==> src/rtl/reg_file_mp.sv <==
// Multi-port register file: NR combinational reads, two prioritised writes,
// hardwired-zero and read-only slots, sequential clear sweep. Optional
// same-cycle write forwarding under REG_FILE_MP_BYPASS_EN.
module reg_file_mp #(
  parameter int unsigned W        = 8,
  parameter int unsigned D        = 4,
  parameter int unsigned NR       = 2,
  parameter int unsigned ZERO_IDX = 2**D-1,
  parameter int unsigned RO_IDX   = 2**D-2
) (
  input  logic            CLK,
  input  logic            Reset_n,
  input  logic            WrEn0,
  input  logic [D-1:0]    WrAddr0,
  input  logic [W-1:0]    WrData0,
  input  logic            WrEn1,
  input  logic [D-1:0]    WrAddr1,
  input  logic [W-1:0]    WrData1,
  input  logic [NR*D-1:0] RdAddr,
  output logic [NR*W-1:0] RdData,
  input  logic            ClrReq,
  output logic            ClrBusy,
  output logic            WrDrop
);

  localparam int unsigned N = 2**D;
  localparam logic [D-1:0] ZERO_A = D'(ZERO_IDX);
  localparam logic [D-1:0] RO_A   = D'(RO_IDX);
  localparam logic [D-1:0] LAST_A = D'(N-1);

  typedef enum logic {IDLE, CLEAR} state_e;

  state_e         state_q;
  logic [W-1:0]   mem_q [N];
  logic [D-1:0]   cnt_q;
  logic [D-1:0]   cnt_d;
  logic           clr_busy_q;
  logic           wr_drop_q;
  logic           wr_drop_d;
  logic           ok0_c;
  logic           ok1_c;
  logic           eff0_c;
  logic           eff1_c;

  // A write is "ok" if it targets a writable slot; it only lands while idle.
  assign ok0_c     = WrEn0 && (WrAddr0 != ZERO_A) && (WrAddr0 != RO_A);
  assign ok1_c     = WrEn1 && (WrAddr1 != ZERO_A) && (WrAddr1 != RO_A);
  assign eff0_c    = ok0_c && (state_q == IDLE);
  assign eff1_c    = ok1_c && (state_q == IDLE);
  assign wr_drop_d = (state_q == CLEAR) && (ok0_c || ok1_c);
  assign cnt_d     = cnt_q + D'(1);

  always_ff @(posedge CLK) begin
    if (!Reset_n) begin
      mem_q      <= '{default: '0};
      state_q    <= IDLE;
      cnt_q      <= '0;
      clr_busy_q <= 1'b0;
      wr_drop_q  <= 1'b0;
    end else begin
      wr_drop_q <= wr_drop_d;
      case (state_q)
        IDLE: begin
          // Port 1 assigned last so it wins on an address collision.
          if (eff0_c) mem_q[WrAddr0] <= WrData0;
          if (eff1_c) mem_q[WrAddr1] <= WrData1;
          if (ClrReq) begin
            state_q    <= CLEAR;
            cnt_q      <= '0;
            clr_busy_q <= 1'b1;
          end
        end
        CLEAR: begin
          mem_q[cnt_q] <= '0;
          if (cnt_q == LAST_A) begin
            state_q    <= IDLE;
            cnt_q      <= '0;
            clr_busy_q <= 1'b0;
          end else begin
            cnt_q <= cnt_d;
          end
        end
      endcase
    end
  end

  assign ClrBusy = clr_busy_q;
  assign WrDrop  = wr_drop_q;

  for (genvar k = 0; k < NR; k++) begin : g_rd
    logic [D-1:0] addr_c;
    logic [W-1:0] word_c;

    assign addr_c = RdAddr[k*D +: D];

    always_comb begin
      word_c = mem_q[addr_c];
`ifdef REG_FILE_MP_BYPASS_EN
      if (eff1_c && (WrAddr1 == addr_c)) begin
        word_c = WrData1;
      end else if (eff0_c && (WrAddr0 == addr_c)) begin
        word_c = WrData0;
      end
`endif
      if (addr_c == ZERO_A) word_c = '0;
    end

    assign RdData[k*W +: W] = word_c;
  end

endmodule

==> config.mk <==
export PLATFORM = sky130hd
export DESIGN_NAME = reg_file_mp
export DESIGN_NICKNAME = d
export VERILOG_FILES = /design/src/rtl/reg_file_mp.sv
export SDC_FILE = /design/constraint.sdc
export NUM_CORES = 1
export LEC_CHECK = 0
export CAP_MARGIN = 20
export CORE_MARGIN = 2
export CORE_UTILIZATION = 45
export DETAILED_ROUTE_END_ITERATION = 8
export GPL_TIMING_DRIVEN = 0
export PLACE_DENSITY = 0.65
export SETUP_SLACK_MARGIN = 0.5
export SYNTH_ARGS = -nofsm -noshare
export SYNTH_HDL_FRONTEND = slang
export SYNTH_SLANG_ARGS = --single-unit
==> constraint.sdc <==
create_clock -name CLK -period 2.2 [get_ports CLK]
set_input_delay 0.44 -clock CLK [delete_from_list [all_inputs] [get_ports CLK]]
set_output_delay 0.44 -clock CLK [all_outputs]
set_load 0.1 [all_outputs]
== Yosys cells after proc, flatten, opt, wreduce, memory -nomap -nowiden ==
Cells that the tools add are included.

* Register bits after elaboration: 135
* Bits in latches: 0
* RAM bits: 0
* Memory bits (read-only): 0
* Input bits: 37
* Word-level logic and storage cells: 88
* Memories kept: 0

* $add $sub $neg: 1
* Multiply operators: 0
* Div/mod/pow operators: 0
* $lt $le $gt $ge: 8
* Equal/unequal tests: 9
* Shift-type cells: 0
* Multiplexer cells: 30
* Bitwise operators: 8
* Reduce and logical (&&, ||, !) cells: 12

{| class="wikitable"
|+ Operators with widths
! kind !! count
|-
| 128-bit 2-to-1 mux || 4
|-
| 128-bit bitwise mux || 2
|-
| 128-bit one-hot mux with 2 select lines || 1
|-
| 128-bit bitwise AND || 1
|-
| 128-bit inverter || 1
|-
| 8-bit demux with 4-bit select || 3
|-
| 8-bit 2-to-1 mux || 9
|-
| 8-bit binary-select mux with 4-bit select || 2
|-
| 5-bit >= comparator (second input constant) || 5
|-
| 4-bit inverter with 5-bit output || 5
|-
| 4-bit != test (second input constant) || 4
|-
| 5-bit by 1-bit less-than comparator with 1-bit output (second input constant) || 3
|-
| 4-bit == test (second input constant) || 3
|-
| 1-bit logical AND || 10
|-
| 4-bit 2-to-1 mux || 2
|-
| 4-bit one-hot mux with 2 select lines || 1
|-
| 4-bit by 1-bit adder with 4-bit output (second input constant) || 1
|-
| 1-bit 2-to-1 mux || 4
|-
| 1-bit one-hot mux with 2 select lines || 2
|-
| 2-bit by 1-bit != test with 1-bit output (second input constant) || 1
|-
| 2-bit != test (second input constant) || 1
|-
| 2-bit AND reduction || 1
|-
| 1-bit logical OR || 1
|-
| 1-bit inverter || 1
|}

== Logic depth before layout (Yosys ltp) ==
Gate-level depths: netlist of run 1.

* Word-level depth: 12
* Depth in mapped cells: 7
* Gate-level depth less buffers: 5

== Worst setup path after synthesis of run 1 ==
Ideal clock, no wire load.

* Kind: input to output
* Start: in RdAddr[5]
* End: out RdData[10]
* Data arrival time: 3.387 ns
* Data required time: 1.760 ns
* Setup slack: -1.627 ns
* Cell stages on the path: 7
* Cells stage by stage: buf_2 > buf_2 > buf_4 > mux2i_1 > o22ai_1 > a221oi_1 > o21ai_0

* Word-level cells in the longest chain between the ends: 5
* Elaborated cells between the ends (all ways): 6
* Classes of those cells: eq/ne (1); mux (4); bitwise (1)

{| class="wikitable"
|+ RTL lines
! what !! RTL line !! source
|-
| start: declaration || 19 || <nowiki>input logic [NR*D-1:0] RdAddr,</nowiki>
|-
| 4-bit inverter with 5-bit output (implied by the code) || 97 || <nowiki>word_c = mem_q[addr_c];</nowiki>
|-
| 8-bit binary-select mux with 4-bit select || 97 ||
|-
| 8-bit 2-to-1 mux (implied by the code) (2 in series) || 97 ||
|-
| 8-bit 2-to-1 mux * || 105 || <nowiki>if (addr_c == ZERO_A) word_c = '0;</nowiki>
|-
| end: declaration || 20 || <nowiki>output logic [NR*W-1:0] RdData,</nowiki>
|}

Mark *: on every way between the ends. The rest lies on a longest branch, timed or not. The select of a mux whose other input is x is not followed.

== Final worst setup path of run 1 ==
* Start: reg mem_q[96] (netlist name)
* End: out RdData[0]

* Word-level cells in the longest chain between the ends: 4

{| class="wikitable"
|+ RTL lines
! what !! RTL line !! source
|-
| start: declaration || 34 || <nowiki>logic [W-1:0] mem_q [N];</nowiki>
|-
| start signal: indexed assignment || 65 || <nowiki>if (eff0_c) mem_q[WrAddr0] <= WrData0;</nowiki>
|-
| start signal: indexed assignment || 66 || <nowiki>if (eff1_c) mem_q[WrAddr1] <= WrData1;</nowiki>
|-
| 8-bit binary-select mux with 4-bit select || 97 ||
|-
| 8-bit 2-to-1 mux (implied by the code) (2 in series) || 97 ||
|-
| 8-bit 2-to-1 mux || 105 ||
|}

Every way passes these cells. The select of a mux whose other input is x is not followed.

==> flow_metrics.py, run 1 <==
metrics = {
    "outcome": {
        "status": "finished with violations",
        "failed_checks": "setup timing",
    },
    "sta": {
        "finalSetupViolations": 16,
        "worst_slack_ns": -0.165,
        "post-route-period-util_pct": 108,
        "fmax_mhz": 423,
        "worstMarginPinSlew_ns": 0.656,
        "slew_viol_final": 0,
        "rsz0062_at_grt": "yes",
        "fin_skew_ns": 0.00917,
        "finalHoldViolations": 0,
        "period_minus_slack_ns": 2.37,
        "slew_headroom_pct": 56.2,
        "fin_tns_setup_ns": -1.96,
    },
    "clock_tree": {
        "htreeDepth": 4,
        "clockRootBuffer": "clkbuf_16",
        "cts_hold_buf": 0,
        "clk_latency_ns": 0.43,
        "cts_tree": "built",
        "clkSlewWorstSetupHoldPaths_ns": 0.06,
        "numCtsBuffers": 17,
        "clock-sinks": 127,
        "clk_path_buf_depth": 2,
    },
    "drt": {
        "via_count": 7865,
        "first_pass_iters": 6,
        "wirelength_mm": 31.8,
        "drt_iter0_drc": 993,
        "wire_per_inst_um": 28.5,
        "avgViaCountPerCell": 7.03,
        "antenna_left": 0,
        "drcViolationCount": 0,
    },
    "critical_path": {
        "critPathLaunchType": "flop",
        "path_delay_family": "multiplexers",
        "crit_cells": 4,
        "crit_slowest_cell": "mux4_2",
        "worstRegToRegCells": 5,
        "crit_path_max_fanout": 4,
        "critPathMaxStageDelay_ns": 0.52,
        "r2r_slack_ns": 0.54,
        "rr_startpoint": "cnt_q[2]",
        "cp-end-kind": "output port",
        "endpoint": "RdData[0]",
        "worstPathCellList": "mux4_2 > a22oi_2 > o21ai_4 > buf_12",
        "worst-path-buf-inv": 1,
        "r2r_end": "mem_q[79]",
        "critPathKind": "flop to output port",
        "crit_path_start": "mem_q[96]",
        "cp.required_ns": 1.76,
        "worstPathArrival_ns": 1.93,
    },
    "die": {
        "rows": 48,
        "chipWidth_um": 136,
        "dieArea_um2": 18500,
        "start_util_pct": 45.8,
        "coreArea_um2": 17200,
        "die_height_um": 136,
        "io_pins": 55,
    },
    "yosys": {
        "synth_edf_count": 0,
        "synth_top_area_share_pct": 32.3,
        "synth_area_um2": 7860,
        "synth.distinct_cells": 41,
        "synth_nets": 843,
        "async_flop_share_pct": 0,
        "syn_avg_cell_area_um2": 9.80,
        "yosysWarnings": 0,
        "yosys-top-cells-count": "145 x nand2_1, 142 x mux2i_1, 127 x dfxtp_1",
        "ys_seq_elements": 127,
        "synthTopCellsByArea": "dfxtp_1 32%, mux2i_1 18%, o221ai_1 13%, mux4_2 9.7%, nand2_1 6.9%",
        "synth_top_flop_cell": "dfxtp_1",
        "netlist_instances": 802,
        "synth.most_common_cell": "nand2_1",
        "ys_seq_area_share_pct": 32.3,
        "yosysTopAreaCell": "dfxtp_1",
    },
    "pwr": {
        "peakVddDrop_uv": 621,
        "leakage_nw": 4.33,
        "powerDensity_nw_per_um2": 572,
        "power_w": 0.00603,
    },
    "global_routing": {
        "grt_max_degree": 17,
        "grt_pass1_wl_mm": 47.1,
        "grt_pass1_vias": 7575,
        "antenna_found_initial": 0,
        "track_usage_pct": 34.9,
        "gr-total-overflow": 0,
    },
    "place": {
        "placed_area_um2": 8930,
        "place_hpwl_mm": 22.5,
        "gp_congestion": 0.975,
        "io_buffers": 42,
    },
    "finish": {
        "fin_area_um2": 10500,
        "layout-drive-gt1-share_pct": 37.5,
        "area_growth_pct": 34.1,
        "final_nets": 922,
        "diodes": 0,
    },
    "min_path": {
        "hold_class": "input port to flop",
        "hp-start": "WrAddr0[2]",
    },
    "run": {
        "maxCapViolCount": 0,
    },
}
[worst min path at each step]
| stage | to | cells after the start |
|---|---|---|
| floorplan | mem_q[14] | 1 |
| global placement | ClrBusy | 1 |
| detailed placement | ClrBusy | 1 |
| CTS | WrDrop | 4 |
| global route | mem_q[97] | 2 |
| finish | WrDrop | 4 |
[kinds of logic (layout without fill, tap and decap cells)]
kind of cell	Yosys count	count (layout)	share of synthesized area, %
flip-flops	127	127	32.3
multiplexers	190	190	29.8
buffers and inverters	58	150	3.44
AND/OR/NAND/NOR	222	222	13.9
AO/OA/AOI/OAI	201	201	19.9
adder cells (fa/ha/maj)	4	4	0.637
[worst reg2reg max path, delay by kind of cell, from the launching register on]
kind / cells / cell delay, ns
AO/OA/AOI/OAI: 2 / 0.22
flip-flops: 1 / 0.64
buffers and inverters: 1 / 0.17
AND/OR/NAND/NOR: 2 / 0.50
[power by group]
part / total [W] / internal (W) / leakage, nW / switching (W)
sequential: 0.00239 / 0.00234 / 1.04 / 0.0000484
combinational: 0.00101 / 0.000348 / 3.03 / 0.000662
clock: 0.00263 / 0.00152 / 0.251 / 0.00111
total: 0.00603 / 0.00421 / 4.33 / 0.00182
[through the flow]
stage                     hold WS [ns]  util [%]  std cells  setup slack (ns)
after detailed placement         0.457      52.0       1069             -1.07
after global placement           0.446      52.0       1069             -1.06
after CTS                        0.460      59.8       1116            -0.145
final                            0.476      61.4       1119            -0.165
after floorplan                  0.442         -        802            0.0594
after global routing             0.503      61.4       1119            -0.188
[area by class of cell]
| type | instances | area, um^2 |
|---|---|---|
| sequential | 127 | 2590 |
| inverter | 5 | 22.5 |
| clock buffer | 23 | 478 |
| timing repair buffer | 60 | 719 |
| multi-input combinational | 617 | 5940 |
| tap | 225 | 282 |
| clock inverter | 9 | 61.3 |
| buffer | 53 | 449 |
| fill | 1387 | 6630 |
[layer usage]
metal,global-route usage (%),share of wire [%],up-vias
li1,-,-,3350
met2,53.4,45,511
met4,21.1,6.4,0
met3,7.49,9.8,122
met5,0,0,-
met1,45.1,39,3882
[flip-flops by register name, indices dropped and copies added (netlist names)]
| signal | count |
|---|---|
| WrDrop | 1 |
| state_q | 1 |
| ClrBusy | 1 |
| mem_q | 120 |
| cnt_q | 4 |
[layout by cell type, fill, tap and decap left out, drive strengths merged, types with 15 or more instances in the layout]
master,synthesis,layout
a21oi,16,16
a22oi,15,15
buf,33,67
clkbuf,20,45
clkdlybuf4s50,0,17
dfxtp,127,127
mux2i,142,142
mux4,34,34
nand2,157,157
nor2b,15,15
o21ai,18,18
o221ai,114,114
[timing repair]
action                     in CTS  in global routing
pin swaps                      21                 16
buffers inserted               15                  3
gates resized for setup       298                 76
hold endpoints to repair        0                  0
setup endpoints to repair     138                136
No activity file was read; power rests on OpenSTA's default activity.
==> run 2: changes to the inputs <==
Settings changed: CORE_ASPECT_RATIO from default to 0.75.
==> run 2 against run 1 <==
Compared with the run above:
- the flow still finishes with violations (setup timing)
- combinational power about the same
- non-clock buffer count up 13
- utilization up 2.5 points
- setup slack better by 0.0025 ns
- hold slack worse by 0.0082 ns
- via count up 1.3%
- fmax up 0.11%
- critical endpoint is now RdData[8]
==> flow_metrics.py, run 2 (same netlist as run 1, synthesis figures left out) <==
metrics = {
    "drt": {
        "drcViolationCount": 0,
        "first_pass_iters": 6,
        "via_count": 7969,
        "wirelength_mm": 33.0,
        "drt_iter0_drc": 1130,
        "avgViaCountPerCell": 6.97,
        "antenna_left": 0,
        "wire_per_inst_um": 28.9,
    },
    "sta": {
        "post-route-period-util_pct": 107,
        "fin_skew_ns": 0.0107,
        "worstMarginPinSlew_ns": 0.624,
        "period_minus_slack_ns": 2.36,
        "worst_slack_ns": -0.163,
        "finalSetupViolations": 16,
        "slew_headroom_pct": 58.3,
        "slew_viol_final": 0,
        "rsz0062_at_grt": "yes",
        "finalHoldViolations": 0,
        "fmax_mhz": 423,
    },
    "place": {
        "io_buffers": 42,
        "place_hpwl_mm": 23.1,
        "gp_congestion": 0.936,
        "place_inst": 1080,
        "placed_area_um2": 8950,
    },
    "critical_path": {
        "worstPathCellList": "mux4_2 > a22oi_2 > o21ai_4 > buf_8",
        "worstPathArrival_ns": 1.92,
        "cp-end-kind": "output port",
        "critPathMaxStageDelay_ns": 0.51,
        "crit_slowest_cell": "mux4_2",
        "critPathKind": "flop to output port",
        "critPathLaunchType": "flop",
        "rr_startpoint": "state_q",
        "worst-path-buf-inv": 1,
        "worstRegToRegCells": 6,
        "cp.required_ns": 1.76,
        "crit_path_max_fanout": 4,
        "r2r_end": "mem_q[87]",
        "path_delay_family": "multiplexers",
        "r2r_slack_ns": 0.51,
    },
    "min_path": {
        "hp-start": "ClrBusy",
        "whs_path_depth": 1,
        "hold_class": "flop to flop",
        "hold_end": "ClrBusy",
    },
    "global_routing": {
        "antenna_found_initial": 0,
        "track_usage_pct": 35.6,
        "grt_pass1_vias": 7548,
        "grt_max_degree": 17,
        "gr-total-overflow": 0,
        "grt_pass1_wl_mm": 47.9,
    },
    "pwr": {
        "leakage_nw": 4.51,
        "peakVddDrop_uv": 373,
        "power_w": 0.00634,
        "powerDensity_nw_per_um2": 585,
    },
    "clock_tree": {
        "clock-sinks": 127,
        "cts_tree": "built",
        "clkSlewWorstSetupHoldPaths_ns": 0.06,
        "htreeDepth": 4,
        "cts_hold_buf": 0,
        "clk_latency_ns": 0.43,
        "clk_path_buf_depth": 2,
        "numCtsBuffers": 17,
        "clockRootBuffer": "clkbuf_16",
    },
    "finish": {
        "final_cells": 1143,
        "layout-drive-gt1-share_pct": 41.0,
        "final_common_cell": "mux2i_1",
        "largest_reg_flops": 120,
        "final_nets": 935,
        "regMostFlops": "mem_q",
        "n_fill_cell": 1322,
        "area_growth_pct": 38.0,
        "fin_area_um2": 10900,
        "diodes": 0,
        "top_regs": "mem_q x120, cnt_q x4",
        "final_cell_mix": "137 x mux2i_1, 119 x nand2_1, 114 x o221ai_1, 78 x dfxtp_1, 47 x dfxtp_2",
    },
    "outcome": {
        "status": "finished with violations",
        "failed_checks": "setup timing",
    },
    "die": {
        "chipWidth_um": 157,
        "dieArea_um2": 18600,
        "start_util_pct": 46.3,
        "io_pins": 55,
        "rows": 41,
        "die_height_um": 118,
        "coreArea_um2": 17000,
    },
    "run": {
        "maxCapViolCount": 0,
    },
}
## run 2: final cells by class
class | instances | area [um^2] | area share, %
flip-flops and latches | 127 | 2610 | 24.0
well taps | 236 | 295 | 2.72
multi-input cells | 617 | 6020 | 55.5
repair buffers | 73 | 836 | 7.70
plain buffers | 53 | 478 | 4.40
clock inverters | 14 | 156 | 1.44
inverters | 5 | 18.8 | 0.173
clock buffers | 18 | 439 | 4.05
## run 2: stage by stage
| step | setup TNS, ns | worst slack (ns) | hold WS [ns] | util, % |
|---|---|---|---|---|
| floorplan | 0 | 0.0594 | 0.442 | - |
| global placement | -56.15 | -1.05 | 0.446 | 52.7 |
| detailed placement | -59.81 | -1.07 | 0.457 | 52.7 |
| CTS | -1.57 | -0.129 | 0.460 | 62.1 |
| global route | -2.01 | -0.161 | 0.495 | 63.9 |
| finish | -1.76 | -0.163 | 0.467 | 63.9 |
## run 2: metal layers
metal | track usage, % | share of wire [%] | vias to the layer above | wire length (um)
li1 | - | - | 3377 | -
met1 | 50.8 | 42 | 3974 | 13800
met2 | 50.9 | 43 | 538 | 14000
met3 | 10.1 | 12 | 80 | 4020
met4 | 13.2 | 3.4 | 0 | 1140
met5 | 0 | 0 | - | 0
## run 2: how the worst max path moves through the flow
stage / from / end / slack (ns) / cells past startpoint
after floorplan: RdAddr[5] / RdData[10] / 0.06 / 7
final: mem_q[112] / RdData[8] / -0.16 / 4
after global routing: mem_q[32] / RdData[0] / -0.16 / 4
after CTS: mem_q[32] / RdData[0] / -0.13 / 4
after global placement: RdAddr[3] / RdData[1] / -1.05 / 6
after detailed placement: RdAddr[0] / RdData[0] / -1.07 / 5
## run 2: what timing repair did
action,4_1_cts,5_1_grt
buffers inserted,26,5
resized for setup,349,67
pin swaps,21,11
setup endpoints to repair,138,128
## run 2: where the power goes
part	switching [W]	leakage, nW	internal, W	total, W
registers	0.0000498	1.05	0.00234	0.00239
clock network	0.00120	0.280	0.00171	0.00291
logic	0.000679	3.18	0.000360	0.00104
==> run 3: changes to the inputs <==
Clock period 2.2 ns to 2.36 ns, I/O delays scaled along.
==> run 3 against run 2 <==
Compared with the run above:
- design area hardly changed
- the flow still finishes with violations (setup timing)
- hold slack got worse by 0.0092 ns
- clock power decreased by 7%
- highest routed layer unchanged
- routed wire length is 1.2% higher
- cell count up 0.26%
- die area unchanged
- first-iteration DRC count up 10%
- count of clock-buffer cells in the layout did not move
- utilization is essentially flat
==> flow_metrics.py, run 3 (same netlist as run 1, synthesis figures left out) <==
metrics = {
    "drt": {
        "via_count": 8031,
        "avgViaCountPerCell": 7.01,
        "wire_per_inst_um": 29.1,
        "drcViolationCount": 0,
        "wirelength_mm": 33.4,
        "drt_iter0_drc": 1245,
        "antenna_left": 0,
        "first_pass_iters": 8,
    },
    "clock_tree": {
        "clockRootBuffer": "clkbuf_16",
        "clock-sinks": 127,
        "numCtsBuffers": 17,
        "htreeDepth": 4,
        "cts_hold_buf": 0,
        "clk_latency_ns": 0.44,
        "clkSlewWorstSetupHoldPaths_ns": 0.06,
        "clk_path_buf_depth": 2,
        "cts_tree": "built",
    },
    "global_routing": {
        "antenna_found_initial": 0,
        "grt_max_degree": 17,
        "grt_pass1_vias": 7579,
        "grt_pass1_wl_mm": 47.9,
        "track_usage_pct": 35.7,
        "gr-total-overflow": 0,
    },
    "critical_path": {
        "worstPathCellList": "mux4_2 > a22oi_2 > o21ai_4 > buf_12",
        "crit_slowest_cell": "mux4_2",
        "critPathLaunchType": "flop",
        "worstPathArrival_ns": 1.93,
        "crit_path_max_fanout": 4,
        "critPathMaxStageDelay_ns": 0.53,
        "cp.required_ns": 1.89,
        "cp-end-kind": "output port",
        "critPathKind": "flop to output port",
    },
    "sta": {
        "rsz0062_at_grt": "yes",
        "worst_slack_ns": -0.0385,
        "slew_viol_final": 0,
        "hold_ws_ns": 0.458,
        "fin_skew_ns": 0.0101,
        "finalSetupViolations": 5,
        "post-route-period-util_pct": 102,
        "fmax_mhz": 417,
        "slew_headroom_pct": 41.9,
        "period_minus_slack_ns": 2.40,
        "finalHoldViolations": 0,
        "fin_tns_setup_ns": -0.117,
        "worstMarginPinSlew_ns": 0.871,
    },
    "place": {
        "io_buffers": 42,
        "dp_slack_ns": -0.970,
        "placed_area_um2": 8950,
        "gp_congestion": 0.936,
        "place_hpwl_mm": 23.1,
    },
    "pwr": {
        "power_w": 0.00591,
        "peakVddDrop_uv": 342,
        "leakage_nw": 4.44,
        "powerDensity_nw_per_um2": 545,
    },
    "outcome": {
        "status": "finished with violations",
        "failed_checks": "setup timing",
    },
    "run": {
        "maxCapViolCount": 0,
    },
    "die": {
        "io_pins": 55,
        "coreArea_um2": 17000,
        "chipWidth_um": 157,
        "start_util_pct": 46.3,
        "rows": 41,
        "dieArea_um2": 18600,
        "die_height_um": 118,
    },
    "finish": {
        "regMostFlops": "mem_q",
        "fin_area_um2": 10800,
        "top_regs": "mem_q x120, cnt_q x4",
        "final_cell_mix": "136 x mux2i_1, 124 x nand2_1, 114 x o221ai_1, 82 x dfxtp_1, 43 x dfxtp_2",
        "layout-drive-gt1-share_pct": 39.3,
        "area_growth_pct": 38.0,
        "final_nets": 938,
        "final_common_cell": "mux2i_1",
        "largest_reg_flops": 120,
        "diodes": 0,
    },
    "min_path": {
        "hold_class": "input port to flop",
    },
}
==> run 3: cell types whose count changed in the layout (fill, tap and decap cells not counted), sizes merged <==
| cell | previous run | this run |
|---|---|---|
| dlygate4sd2 | 5 | 3 |
| bufbuf | 0 | 2 |
| buf | 83 | 80 |
| clkdlybuf4s15 | 0 | 2 |
| clkbuf | 37 | 39 |
| dlymetal6s2s | 1 | 4 |
| clkdlybuf4s50 | 18 | 17 |
==> run 3: final cells by class <==
type                            count  area, um^2
Inverter                            5        18.8
Fill cell                        1307        6130
Tap cell                          236         295
Buffer                             53         455
Clock buffer                       18         439
Sequential cell                   127        2600
Multi-Input combinational cell    617        5940
Clock inverter                     14         156
Timing Repair Buffer               76         945
==> run 3: worst paths after layout <==
| path | start | cells after the start | end | slack [ns] |
|---|---|---|---|---|
| worst min register to register | ClrBusy | 1 | ClrBusy | 0.47 |
| worst min-delay path | WrEn1 | 3 | WrDrop | 0.46 |
| worst max-delay path | mem_q[48] | 4 | RdData[0] | -0.04 |
| worst max register to register | state_q | 6 | mem_q[101] | 0.55 |
==> run 3: per-stage QoR <==
step	utilization [%]	instances
finish	63.9	1146
global route	63.9	1146
CTS	61.7	1142
detailed placement	52.7	1080
global placement	52.7	1080
floorplan	-	802
==> run 3: critical path, delay by kind of cell, from the launching register on <==
family / cells / cell delay (ns)
multiplexers: 1 / 0.53
flip-flops: 1 / 0.34
buffers and inverters: 1 / 0.19
AO/OA/AOI/OAI: 2 / 0.44
==> run 3: report_power, final <==
part / internal [W] / switching, W
logic: 0.000343 / 0.000627
registers: 0.00218 / 0.0000455
clock network: 0.00159 / 0.00112
total: 0.00412 / 0.00179
==> run 3: per-layer routing <==
layer / routed length [um] / part of all wire [%] / GRT usage [%] / vias to the layer above
met3: 4460 / 13 / 11.4 / 83
met4: 1390 / 4.2 / 14.2 / 0
met2: 14000 / 42 / 50.5 / 581
li1: - / - / - / 3388
met5: 0 / 0 / 0 / -
met1: 13600 / 41 / 50.2 / 3979
==> run 3: what timing repair did <==
item	CTS	global route
buffers inserted	28	3
endpoints found under the hold margin	0	0
endpoints found under the setup margin	138	124
gates resized for setup	306	71
pin swaps	17	6
gates cloned	2	1
